### config.mk
export PLATFORM = sky130hd
export DESIGN_NAME = frame_former_par
export DESIGN_NICKNAME = d
export VERILOG_FILES = /design/src/rtl/frame_former_par.sv
export SDC_FILE = /design/constraint.sdc
export NUM_CORES = 1
export LEC_CHECK = 0
export ABC_AREA = 1
export CAP_MARGIN = 5
export CORE_MARGIN = 10
export CORE_UTILIZATION = 50
export DETAILED_ROUTE_END_ITERATION = 8
export PLACE_DENSITY = 0.88
export SYNTH_ARGS = -nofsm -noshare
export SYNTH_HDL_FRONTEND = slang
export SYNTH_SLANG_ARGS = --single-unit
export TNS_END_PERCENT = 5
### constraint.sdc
create_clock -name CLK -period 4 [get_ports CLK]
set_input_delay 1.2 -clock CLK [delete_from_list [all_inputs] [get_ports CLK]]
set_output_delay 1.2 -clock CLK [all_outputs]
set_load 0.02 [all_outputs]
### src/rtl/frame_former_par.sv
// frame_former_par
//   Reads DATA_W-bit payload words from an input FIFO and writes framed
//   words to an output FIFO. A frame is PREAMBLE_WORDS preamble words, an
//   optional sequence header word, then PAYLOAD_WORDS payload words.
//   Throughput is one word per cycle. A frame starts only when ENABLE is
//   high in IDLE. FRAME_CNT counts completed frames.
//
//   Optional build macro: FRAME_FORMER_SEQ_HEADER_EN
//     Inserts one header word, the low DATA_W bits of FRAME_CNT (zero
//     extended), between the preamble and the payload.
//
// Ports
//   CLK            in   clock, rising edge
//   RESET          in   asynchronous reset, active low
//   ENABLE         in   permits a new frame to start (sampled in IDLE)
//   FIFO_IN_DATA   in   input FIFO read data, valid the cycle after FIFO_IN_RE
//   FIFO_IN_RE     out  input FIFO read enable
//   FIFO_IN_EMPTY  in   input FIFO empty flag
//   FIFO_OUT_DATA  out  output word
//   FIFO_OUT_WE    out  output FIFO write enable
//   FIFO_OUT_SOF   out  first preamble word marker
//   FIFO_OUT_EOF   out  last payload word marker
//   FIFO_OUT_FULL  in   output FIFO full flag
//   FRAME_CNT      out  completed frame count, wraps
//   BUSY           out  high in any state other than IDLE
module frame_former_par #(
    parameter int                               DATA_W         = 8,
    parameter int                               PREAMBLE_WORDS = 4,
    parameter logic [PREAMBLE_WORDS*DATA_W-1:0] PREAMBLE_VAL   = 32'h0123_4257,
    parameter int                               PAYLOAD_WORDS  = 6,
    parameter int                               CNT_W          = 16
) (
    input  logic              CLK,
    input  logic              RESET,
    input  logic              ENABLE,
    input  logic [DATA_W-1:0] FIFO_IN_DATA,
    output logic              FIFO_IN_RE,
    input  logic              FIFO_IN_EMPTY,
    output logic [DATA_W-1:0] FIFO_OUT_DATA,
    output logic              FIFO_OUT_WE,
    output logic              FIFO_OUT_SOF,
    output logic              FIFO_OUT_EOF,
    input  logic              FIFO_OUT_FULL,
    output logic [CNT_W-1:0]  FRAME_CNT,
    output logic              BUSY
);

    localparam int PCW = $clog2(PREAMBLE_WORDS + 1);
    localparam int RCW = $clog2(PAYLOAD_WORDS + 1);

    localparam logic [PCW-1:0] PRE_LAST = PCW'(PREAMBLE_WORDS - 1);
    localparam logic [RCW-1:0] PAY_N    = RCW'(PAYLOAD_WORDS);
    localparam logic [RCW-1:0] PAY_LAST = RCW'(PAYLOAD_WORDS - 1);

`ifdef FRAME_FORMER_SEQ_HEADER_EN
    typedef enum logic [1:0] {
        ST_IDLE     = 2'd0,
        ST_PREAMBLE = 2'd1,
        ST_PAYLOAD  = 2'd2,
        ST_HEADER   = 2'd3
    } state_t;
`else
    typedef enum logic [1:0] {
        ST_IDLE     = 2'd0,
        ST_PREAMBLE = 2'd1,
        ST_PAYLOAD  = 2'd2
    } state_t;
`endif

    state_t            state;
    state_t            state_nxt;
    logic [PCW-1:0]    pre_cnt;
    logic [RCW-1:0]    req_cnt;
    logic [RCW-1:0]    wr_cnt;
    logic [DATA_W-1:0] hold_reg;
    logic              hold_valid;
    logic              rd_pend;
    logic [CNT_W-1:0]  frame_cnt;

    logic [DATA_W-1:0] pre_word;
    logic [DATA_W-1:0] hold_word;
    logic              re;
    logic              we;
    logic [DATA_W-1:0] wdata;
    logic              sof;
    logic              eof;
    logic              drain;

    assign pre_word = PREAMBLE_VAL[int'(pre_cnt)*DATA_W +: DATA_W];

    // A word read last cycle is still on the FIFO read port; it becomes the
    // held word right away so a read can be written on the very next cycle.
    // It is copied into hold_reg in case FULL keeps it waiting.
    assign hold_word = rd_pend ? FIFO_IN_DATA : hold_reg;

`ifdef FRAME_FORMER_SEQ_HEADER_EN
    logic [DATA_W-1:0] hdr_word;
    generate
        if (CNT_W >= DATA_W) begin : g_hdr_trunc
            assign hdr_word = frame_cnt[DATA_W-1:0];
        end else begin : g_hdr_zext
            assign hdr_word = {{(DATA_W-CNT_W){1'b0}}, frame_cnt};
        end
    endgenerate
`endif

    always_comb begin
        state_nxt = state;
        re        = 1'b0;
        we        = 1'b0;
        wdata     = '0;
        sof       = 1'b0;
        eof       = 1'b0;
        drain     = 1'b0;
        case (state)
            ST_IDLE: begin
                if (ENABLE) begin
                    state_nxt = ST_PREAMBLE;
                end
            end
            ST_PREAMBLE: begin
                if (!FIFO_OUT_FULL) begin
                    we    = 1'b1;
                    wdata = pre_word;
                    sof   = (pre_cnt == '0);
                    if (pre_cnt == PRE_LAST) begin
`ifdef FRAME_FORMER_SEQ_HEADER_EN
                        state_nxt = ST_HEADER;
`else
                        state_nxt = ST_PAYLOAD;
`endif
                    end
                end
            end
`ifdef FRAME_FORMER_SEQ_HEADER_EN
            ST_HEADER: begin
                if (!FIFO_OUT_FULL) begin
                    we        = 1'b1;
                    wdata     = hdr_word;
                    state_nxt = ST_PAYLOAD;
                end
            end
`endif
            ST_PAYLOAD: begin
                // A read is only issued if its word can land: either the
                // hold slot is free or it is being drained this cycle.
                re = !FIFO_IN_EMPTY && (req_cnt < PAY_N) &&
                     (!hold_valid || !FIFO_OUT_FULL);
                if (hold_valid && !FIFO_OUT_FULL) begin
                    we    = 1'b1;
                    drain = 1'b1;
                    wdata = hold_word;
                    if (wr_cnt == PAY_LAST) begin
                        eof       = 1'b1;
                        state_nxt = ST_IDLE;
                    end
                end
            end
            default: begin
                state_nxt = ST_IDLE;
            end
        endcase
    end

    always_ff @(posedge CLK or negedge RESET) begin
        if (!RESET) begin
            state      <= ST_IDLE;
            pre_cnt    <= '0;
            req_cnt    <= '0;
            wr_cnt     <= '0;
            hold_reg   <= '0;
            hold_valid <= 1'b0;
            rd_pend    <= 1'b0;
            frame_cnt  <= '0;
        end else begin
            state   <= state_nxt;
            rd_pend <= re;

            if (rd_pend) begin
                hold_reg <= FIFO_IN_DATA;
            end

            if (re) begin
                hold_valid <= 1'b1;
            end else if (drain) begin
                hold_valid <= 1'b0;
            end

            if (state == ST_PREAMBLE) begin
                if (!FIFO_OUT_FULL) begin
                    pre_cnt <= (pre_cnt == PRE_LAST) ? '0 : pre_cnt + 1'b1;
                end
            end else begin
                pre_cnt <= '0;
            end

            if (eof) begin
                req_cnt   <= '0;
                wr_cnt    <= '0;
                frame_cnt <= frame_cnt + 1'b1;
            end else begin
                if (re) begin
                    req_cnt <= req_cnt + 1'b1;
                end
                if (drain) begin
                    wr_cnt <= wr_cnt + 1'b1;
                end
            end
        end
    end

    assign FIFO_IN_RE    = re;
    assign FIFO_OUT_WE   = we;
    assign FIFO_OUT_DATA = wdata;
    assign FIFO_OUT_SOF  = sof;
    assign FIFO_OUT_EOF  = eof;
    assign FRAME_CNT     = frame_cnt;
    assign BUSY          = (state != ST_IDLE);

endmodule

; ---- After elaboration in Yosys (flattened, before gate mapping)
; Cells that the tools add are included.
[op_classes]
addsub = 4
mul = 0
div_mod_pow = 0
magnitude_cmp = 1
n_eq_ne = 9
shifts = 1
n_mux = 29
n_bitwise = 0
n_reduce_logical = 14
[op_table]
columns = operator, count
row1 = 32-bit by 7-bit variable part select with 8-bit output (first input constant), 1
row2 = 8-bit 2-to-1 mux, 3
row3 = 3-bit 2-to-1 mux, 7
row4 = 16-bit by 1-bit adder with 16-bit output (second input constant), 1
row5 = 8-bit case mux with 2 select lines, 1
row6 = 1-bit 2-to-1 mux, 11
row7 = 2-bit 2-to-1 mux, 5
row8 = 3-bit by 1-bit adder with 3-bit output (second input constant), 3
row9 = 2-bit != test (second input constant), 4
row10 = 2-bit nonzero test, 4
row11 = 2-bit case mux with 3 select lines, 1
row12 = 5-bit AND reduction, 1
row13 = 3-bit by 2-bit equality test with 1-bit output (second input constant), 1
row14 = 3-bit equality test (second input constant), 1
row15 = 1-bit logical AND, 3
row16 = 1-bit zero test, 3
row17 = 3-bit zero test, 1
row18 = 3-bit less-than comparator (second input constant), 1
row19 = 2-bit by 1-bit equality test with 1-bit output (second input constant), 1
row20 = 2-bit equality test (second input constant), 1
row21 = 2-bit zero test, 1
row22 = 2-bit by 1-bit != test with 1-bit output (second input constant), 1
row23 = 1-bit case mux with 2 select lines, 1
row24 = 1-bit logical OR, 1
[word_totals]
register_bits = 37
latchBits = 0
ram_bits = 0
romBits = 0
inputBits = 13
out_inout_bits = 29
wordCells = 66
memories = 0

; ---- Depth between registers and ports, before layout
; Gate-level depths: netlist (run 1).
[depth]
ltp_word = 6
depth_mapped = 9
depth_no_buf = 9

; ---- Worst setup path after synthesis (run 1)
; Ideal clock, no wire load.
[synth_path]
path_type = input to output
start = input port FIFO_OUT_FULL
end = output port FIFO_OUT_DATA[2]
t_arrival_ps = 2155
t_required_ps = 2800
path_slack_ps = 645
path_stages = 5
path_buffers = 0
path_cell_list = inv_2 > nand3_4 > inv_1 > nand2_1 > o21ai_0
[synth_via]
elab_chain_len = 4
elab_cells_between_ends = 5
classes_between = mux: 3 / reduce/logical: 2
[synth_lines]
columns = element, line
row1 = "start, declared", 43  ; input logic FIFO_OUT_FULL,
row2 = 1-bit zero test, n/a
row3 = 1-bit logical AND, 149  ; if (hold_valid && !FIFO_OUT_FULL) begin
row4 = 8-bit 2-to-1 mux, 149
row5 = 8-bit case mux with 2 select lines *, 115  ; case (state)
row6 = "end, declared", 39  ; output logic [DATA_W-1:0] FIFO_OUT_DATA,
; Every way passes the cells marked *; elsewhere a longest branch is shown, timed or not.

; ---- Final worst setup path (run 1)
[layout_path]
start = input port FIFO_OUT_FULL
end = output port FIFO_OUT_DATA[1]
; The elaborated chain is that of the path after synthesis.

==> results of run 1 <==
power by group:
part / internal (uW) / switching (uW)
Sequential: 471 / 62.9
Clock: 248 / 127
Combinational: 185 / 285
Total: 903 / 474
worst max-delay path, cell delays in order:
cell and delay, ns:
clkdlybuf4s50_1 0.52, inv_2 0.13, nand3_4 0.06, inv_1 0.08, nand2_1 0.18, o22ai_1 0.22
clkdlybuf4s15_1 0.34
synthesized netlist by cell type (all sizes together):
cell	count
or2	7
buf	1
o21ai	22
nand3b	1
o31ai	2
a21oi	2
xnor2	7
nand3	15
o22ai	3
xor2	4
and3	1
ha	14
nor2	22
inv	35
dfrtp	37
nand2	61
nand4	5
metrics by stage:
step | area [um^2] | instances | hold slack (ns)
2_1_floorplan | 2020 | 239 | 0.433
3_3_place_gp | 2520 | 335 | 0.453
3_5_place_dp | 2520 | 335 | 0.469
4_1_cts | 2650 | 343 | 0.480
5_1_grt | 2660 | 343 | 0.507
6_report | 2660 | 343 | 0.481
cells by family after synthesis:
group	count (synthesis)	synth area share (%)
simple gates	112	26.1
buf+inv	36	6.89
flops	37	45.9
xor+xnor	11	4.78
compound gates	29	7.63
fa+ha+maj	14	8.68
worst paths after layout:
kind / to / cells after the start / from / slack (ns)
max in group asynchronous: FRAME_CNT[12] / 1 / RESET / 2.51
hold / removal: wr_cnt[2] / 1 / wr_cnt[2] / 0.48
min in group asynchronous: state[0] / 1 / RESET / 1.00
setup reg to reg: FRAME_CNT[10] / 9 / state[0] / 2.11
hold reg to reg: wr_cnt[2] / 1 / wr_cnt[2] / 0.48
setup / recovery: FIFO_OUT_DATA[1] / 7 / FIFO_OUT_FULL / 0.07
cell type report:
type,instances,share of cell area [%]
clock inverters,3,2.45
repair buffers,47,16.8
multi-input cells,166,36.0
inverters,35,4.95
flip-flops and latches,37,34.9
well taps,50,2.36
clock buffers,5,2.59
repair_timing:
action / 4_1_cts / 5_1_grt
resized for setup: 9 / 5
endpoints found under the hold margin: 0 / 0
pin swaps: 0 / 1
gates cloned: 0 / 0
setup endpoints to repair: 10 / 5
metal layers:
metal | up-vias | wire length (um)
met2 | 24 | 2300
met4 | 0 | 68
met1 | 824 | 2060
li1 | 860 | -
met3 | 5 | 132
met5 | - | 0
==> metrics.txt, run 1 <==
Top Usage Layer GRT=met2; syn nets=266; initial core utilization=51.2%; DRT antenna net count=0; most frequent cells in the layout=60 x nand2_1, 37 x dfrtp_1, 34 x inv_1, 29 x clkdlybuf4s50_1, 22 x o21ai_0; Max Clock Skew=0.00518 ns; CP endpoint kind=output pin; die height=83.5 um; worst endpoint data arrival time=2.73 ns; initial antenna violation count=0; final worst slack=0.0716 ns; Syn Inst Count=239; Design Power=1380 uW; final net count=319; Initial DRC Count=91; die width=83.5 um; max reg flops=16; Placer Congestion=0.877; status=complete, no violations; Post CTS Setup Buffer Count=0; synth warn=0; Max Buffers Root-to-Sink=2; most common cell after layout, fill and taps aside=nand2_1; pre-CTS setup slack=-0.200 ns; Hold Path Class=reg -> reg; Global Route met3 Usage=2.54%; register area=926 um^2; CP required=2.80 ns; Overflow after GRT=0; Final Hold Vio Count=0; CTS Hold Bufs=0; H-tree levels=2; IO Pins=42; Worst Path Max Fanout=8; Leakage Power=0.00135 uW; area grow syn2layout=31.6%; num rows=23; Port-buffer cells=41; Worst Setup Start Kind=input port; via count=1,713; # DRC=0; largest net degree at the start of global routing=38; Max-cap violations=0; Via-to-Cell Ratio=4.99; cell area after synthesis=0.00202 mm^2; footprint of the multi-input gates=955 um^2; share of post-route cells with drive strength above 1=10.2%; Clock Sinks=37; clock-pin slew on the worst setup and hold paths=0.07 ns; CTS tree=built; Synth cell types=24; root buf cell=clkbuf_8; maximum vdd drop=0.290 mV; final worst-path cycle share=98.2%; Slew HR=47.1%; first-pass GRT wire length=7910 um; vias in the first global route=1,742; Total Routing Usage GR=13.2%; M1 GR Usage=15.0%; FMAX=255 MHz; Detailed Place HPWL=3470 um; Synth Area per Inst=8.44 um^2; routed wire length per instance=13.3 um; Routed WL=4560 um; top cells by area, synth=dfrtp_1 46%, nand2_1 11%, ha_1 8.7%; met2 Track Usage GR=23.5%; kind of critical path=in -> out; DR pass1 iterations=4; total CTS buffers=5; Synth Register Bits=37; Synth top area share=45.9%; filler instances=310; Synth area leader=dfrtp_1; Worst-Margin Slew=0.794 ns; Slew Viols, Final=0; final setup vio count=0; P per Cell Area=519 mW/mm^2; minimum clock period=3.93 ns; TNS Setup=0 ns; ant diodes=0; Finished Core Util=67.3%; Die Area=0.00697 mm^2; post-synthesis sequential area ratio=45.9%; Core Region=0.00394 mm^2; Clock Latency Late Sink=0.28 ns; RSZ-0062 raised after global routing=no
Note: power is estimated with default switching activity, not from simulation.
==> run 2: changes to the inputs <==
- CTS_BUF_LIST: not set -> sky130_fd_sc_hd__clkbuf_16
==> metrics.txt, run 2 (synthesis gave the netlist of run 1 again) <==
status=complete, no violations (unchanged); crit path buf inv count=4 (unchanged); largest net degree at the start of global routing=38 (unchanged); Finished Core Util=68.7% (was 67.3%); Max Clock Skew=0.00558 ns (was 0.00518 ns); met2 Track Usage GR=23.9% (was 23.5%); FMAX=257 MHz (was 255 MHz); vias in the first global route=1,746 (was 1,742); root buf cell=clkbuf_16 (was clkbuf_8); most common cell after layout, fill and taps aside=nand2_1 (unchanged); Clock Sinks=37 (unchanged); Max stage delay on crit path=0.51 ns (was 0.52 ns); ant diodes=0 (unchanged); Worst path slowest cell=clkdlybuf4s50_1 (unchanged); Worst Path Max Fanout=8 (unchanged); clock-pin slew on the worst setup and hold paths=0.05 ns (was 0.07 ns); routed wire length per instance=13.7 um (was 13.3 um); first-pass GRT wire length=8100 um (was 7910 um); CP top delay family=buffers and inverters (unchanged); Design Power=1500 uW (was 1380 uW); Detailed Place HPWL=3470 um (unchanged); switching part of the total power=32.7% (was 34.4%); CP required=2.80 ns (about the same); Clock Latency Late Sink=0.28 ns (about the same); Global Route met3 Usage=3.52% (was 2.54%); DR pass1 iterations=6 (was 4); DRT antenna net count=0 (unchanged); maximum vdd drop=0.320 mV (was 0.290 mV); r2r worst-path depth=9 (unchanged); max reg flops=16 (unchanged); minimum clock period=3.89 ns (was 3.93 ns); Placer Congestion=0.877 (unchanged); die width=83.5 um (unchanged); Max Buffers Root-to-Sink=2 (unchanged); Die Area=0.00697 mm^2 (unchanged); Slew HR=46.4% (was 47.1%); Inst Count DP=335 (unchanged); Port-buffer cells=41 (unchanged); final worst-path cycle share=97.3% (was 98.2%); CP startpoint=FIFO_OUT_FULL (unchanged); Worst Setup Start Kind=input port (unchanged); Leakage Power=0.00139 uW (was 0.00135 uW); Internal=1010 uW (was 903 uW); P per Cell Area=555 mW/mm^2 (was 519 mW/mm^2); Final Hold Vio Count=0 (unchanged); Top Usage Layer GRT=met2 (unchanged); CP endpoint kind=output pin (unchanged); Initial DRC Count=84 (was 91); FF-to-FF End=FRAME_CNT[10] (unchanged); final net count=319 (unchanged); Post CTS Setup Buffer Count=0 (unchanged); area grow syn2layout=34.4% (was 31.6%); Comb power frac=31.2% (was 34.1%); Slew Viols, Final=0 (unchanged); Hold Path Class=reg -> reg (unchanged); initial antenna violation count=0 (unchanged); final setup vio count=0 (unchanged); Max-cap violations=0 (unchanged); CP cell instances=clkdlybuf4s50_1, inv_2, nand3_4, inv_1, nand2_1, o22ai_1, dlygate4sd2_1 (was clkdlybuf4s50_1, inv_2, nand3_4, inv_1, nand2_1, o22ai_1, clkdlybuf4s15_1); CTS tree=built (unchanged); clock share of power=33.1% (was 27.2%); Worst R2R Setup Slack=2.14 ns (was 2.11 ns); total CTS buffers=5 (unchanged); critical path depth in cells=7 (unchanged); via count=1,729 (was 1,713); # DRC=0 (unchanged); die height=83.5 um (unchanged); initial core utilization=51.2% (unchanged); worst endpoint data arrival time=2.69 ns (was 2.73 ns); sequential share of power=35.7% (was 38.7%); kind of critical path=in -> out (unchanged); Via-to-Cell Ratio=5.04 (was 4.99); Total Routing Usage GR=13.7% (was 13.2%); worst setup path endpoint=FIFO_OUT_DATA[6] (was FIFO_OUT_DATA[1]); Worst-Margin Slew=0.804 ns (was 0.794 ns); Hold WS=0.477 ns (was 0.481 ns); Finished Layout Cells=343 (unchanged); most frequent cells in the layout=60 x nand2_1, 37 x dfrtp_1, 34 x inv_1, 28 x clkdlybuf4s50_1, 22 x o21ai_0 (was 60 x nand2_1, 37 x dfrtp_1, 34 x inv_1, 29 x clkdlybuf4s50_1, 22 x o21ai_0); Core Region=0.00394 mm^2 (unchanged); num rows=23 (unchanged); share of post-route cells with drive strength above 1=10.6% (was 10.2%); H-tree levels=2 (unchanged); Overflow after GRT=0 (unchanged); M1 GR Usage=15.4% (was 15.0%); IO Pins=42 (unchanged); Routed WL=4710 um (was 4560 um); worst reg2reg startpoint=state[0] (unchanged); TNS Setup=0 ns (unchanged); Switch Pwr=492 uW (was 474 uW)
==> run 2: worst reg2reg max path: stages, from the launching register on <==
cell	delay, ns
dfrtp_1	0.41
inv_1	0.14
ha_1	0.24
nand3_4	0.08
buf_4	0.16
nor2_8	0.08
buf_4	0.24
nand3_2	0.16
o21ai_0	0.18
nand2_1	0.06
==> run 2: timing repair <==
action | in CTS | in global routing
pin swaps | 0 | 1
resized for setup | 9 | 8
gates cloned | 0 | 0
setup endpoints to repair | 10 | 6
hold buffers | 0 | 0
==> run 2: layout make-up <==
cell class	count	area, um^2
repair buffers	47	445
clock inverters	3	65.1
fillers	302	1230
clock buffers	5	125
flip-flops and latches	37	926
well taps	50	62.6
inverters	35	131
multi-input cells	166	955
==> run 2: power groups by stage <==
stage / Sequential [uW] / Combinational, uW / Clock, uW
floorplan: 533 / 301 / 0
global placement: 535 / 461 / 0
detailed placement: 539 / 478 / 0
CTS: 536 / 472 / 507
global route: 548 / 533 / 525
finish: 536 / 470 / 498
==> run 2: worst min path at each step <==
stage / slack (ns) / start / endpoint / cells after the start
floorplan: 0.43 / wr_cnt[2] / wr_cnt[2] / 1
global placement: 0.45 / wr_cnt[2] / wr_cnt[2] / 1
detailed placement: 0.47 / wr_cnt[2] / wr_cnt[2] / 1
CTS: 0.48 / wr_cnt[2] / wr_cnt[2] / 1
global route: 0.50 / wr_cnt[2] / wr_cnt[2] / 1
finish: 0.48 / wr_cnt[2] / wr_cnt[2] / 1
==> run 2: metal layers <==
| metal | wire length (um) | vias up |
|---|---|---|
| li1 | - | 861 |
| met1 | 2080 | 821 |
| met2 | 2380 | 39 |
| met3 | 165 | 8 |
| met4 | 87 | 0 |
| met5 | 0 | - |
==> run 2: through the flow <==
step	cell area (um^2)	worst slack [ns]
floorplan	2020	0.645
global placement	2520	-0.122
detailed placement	2520	-0.200
CTS	2700	-0.0764
global route	2710	-0.000710
finish	2710	0.107
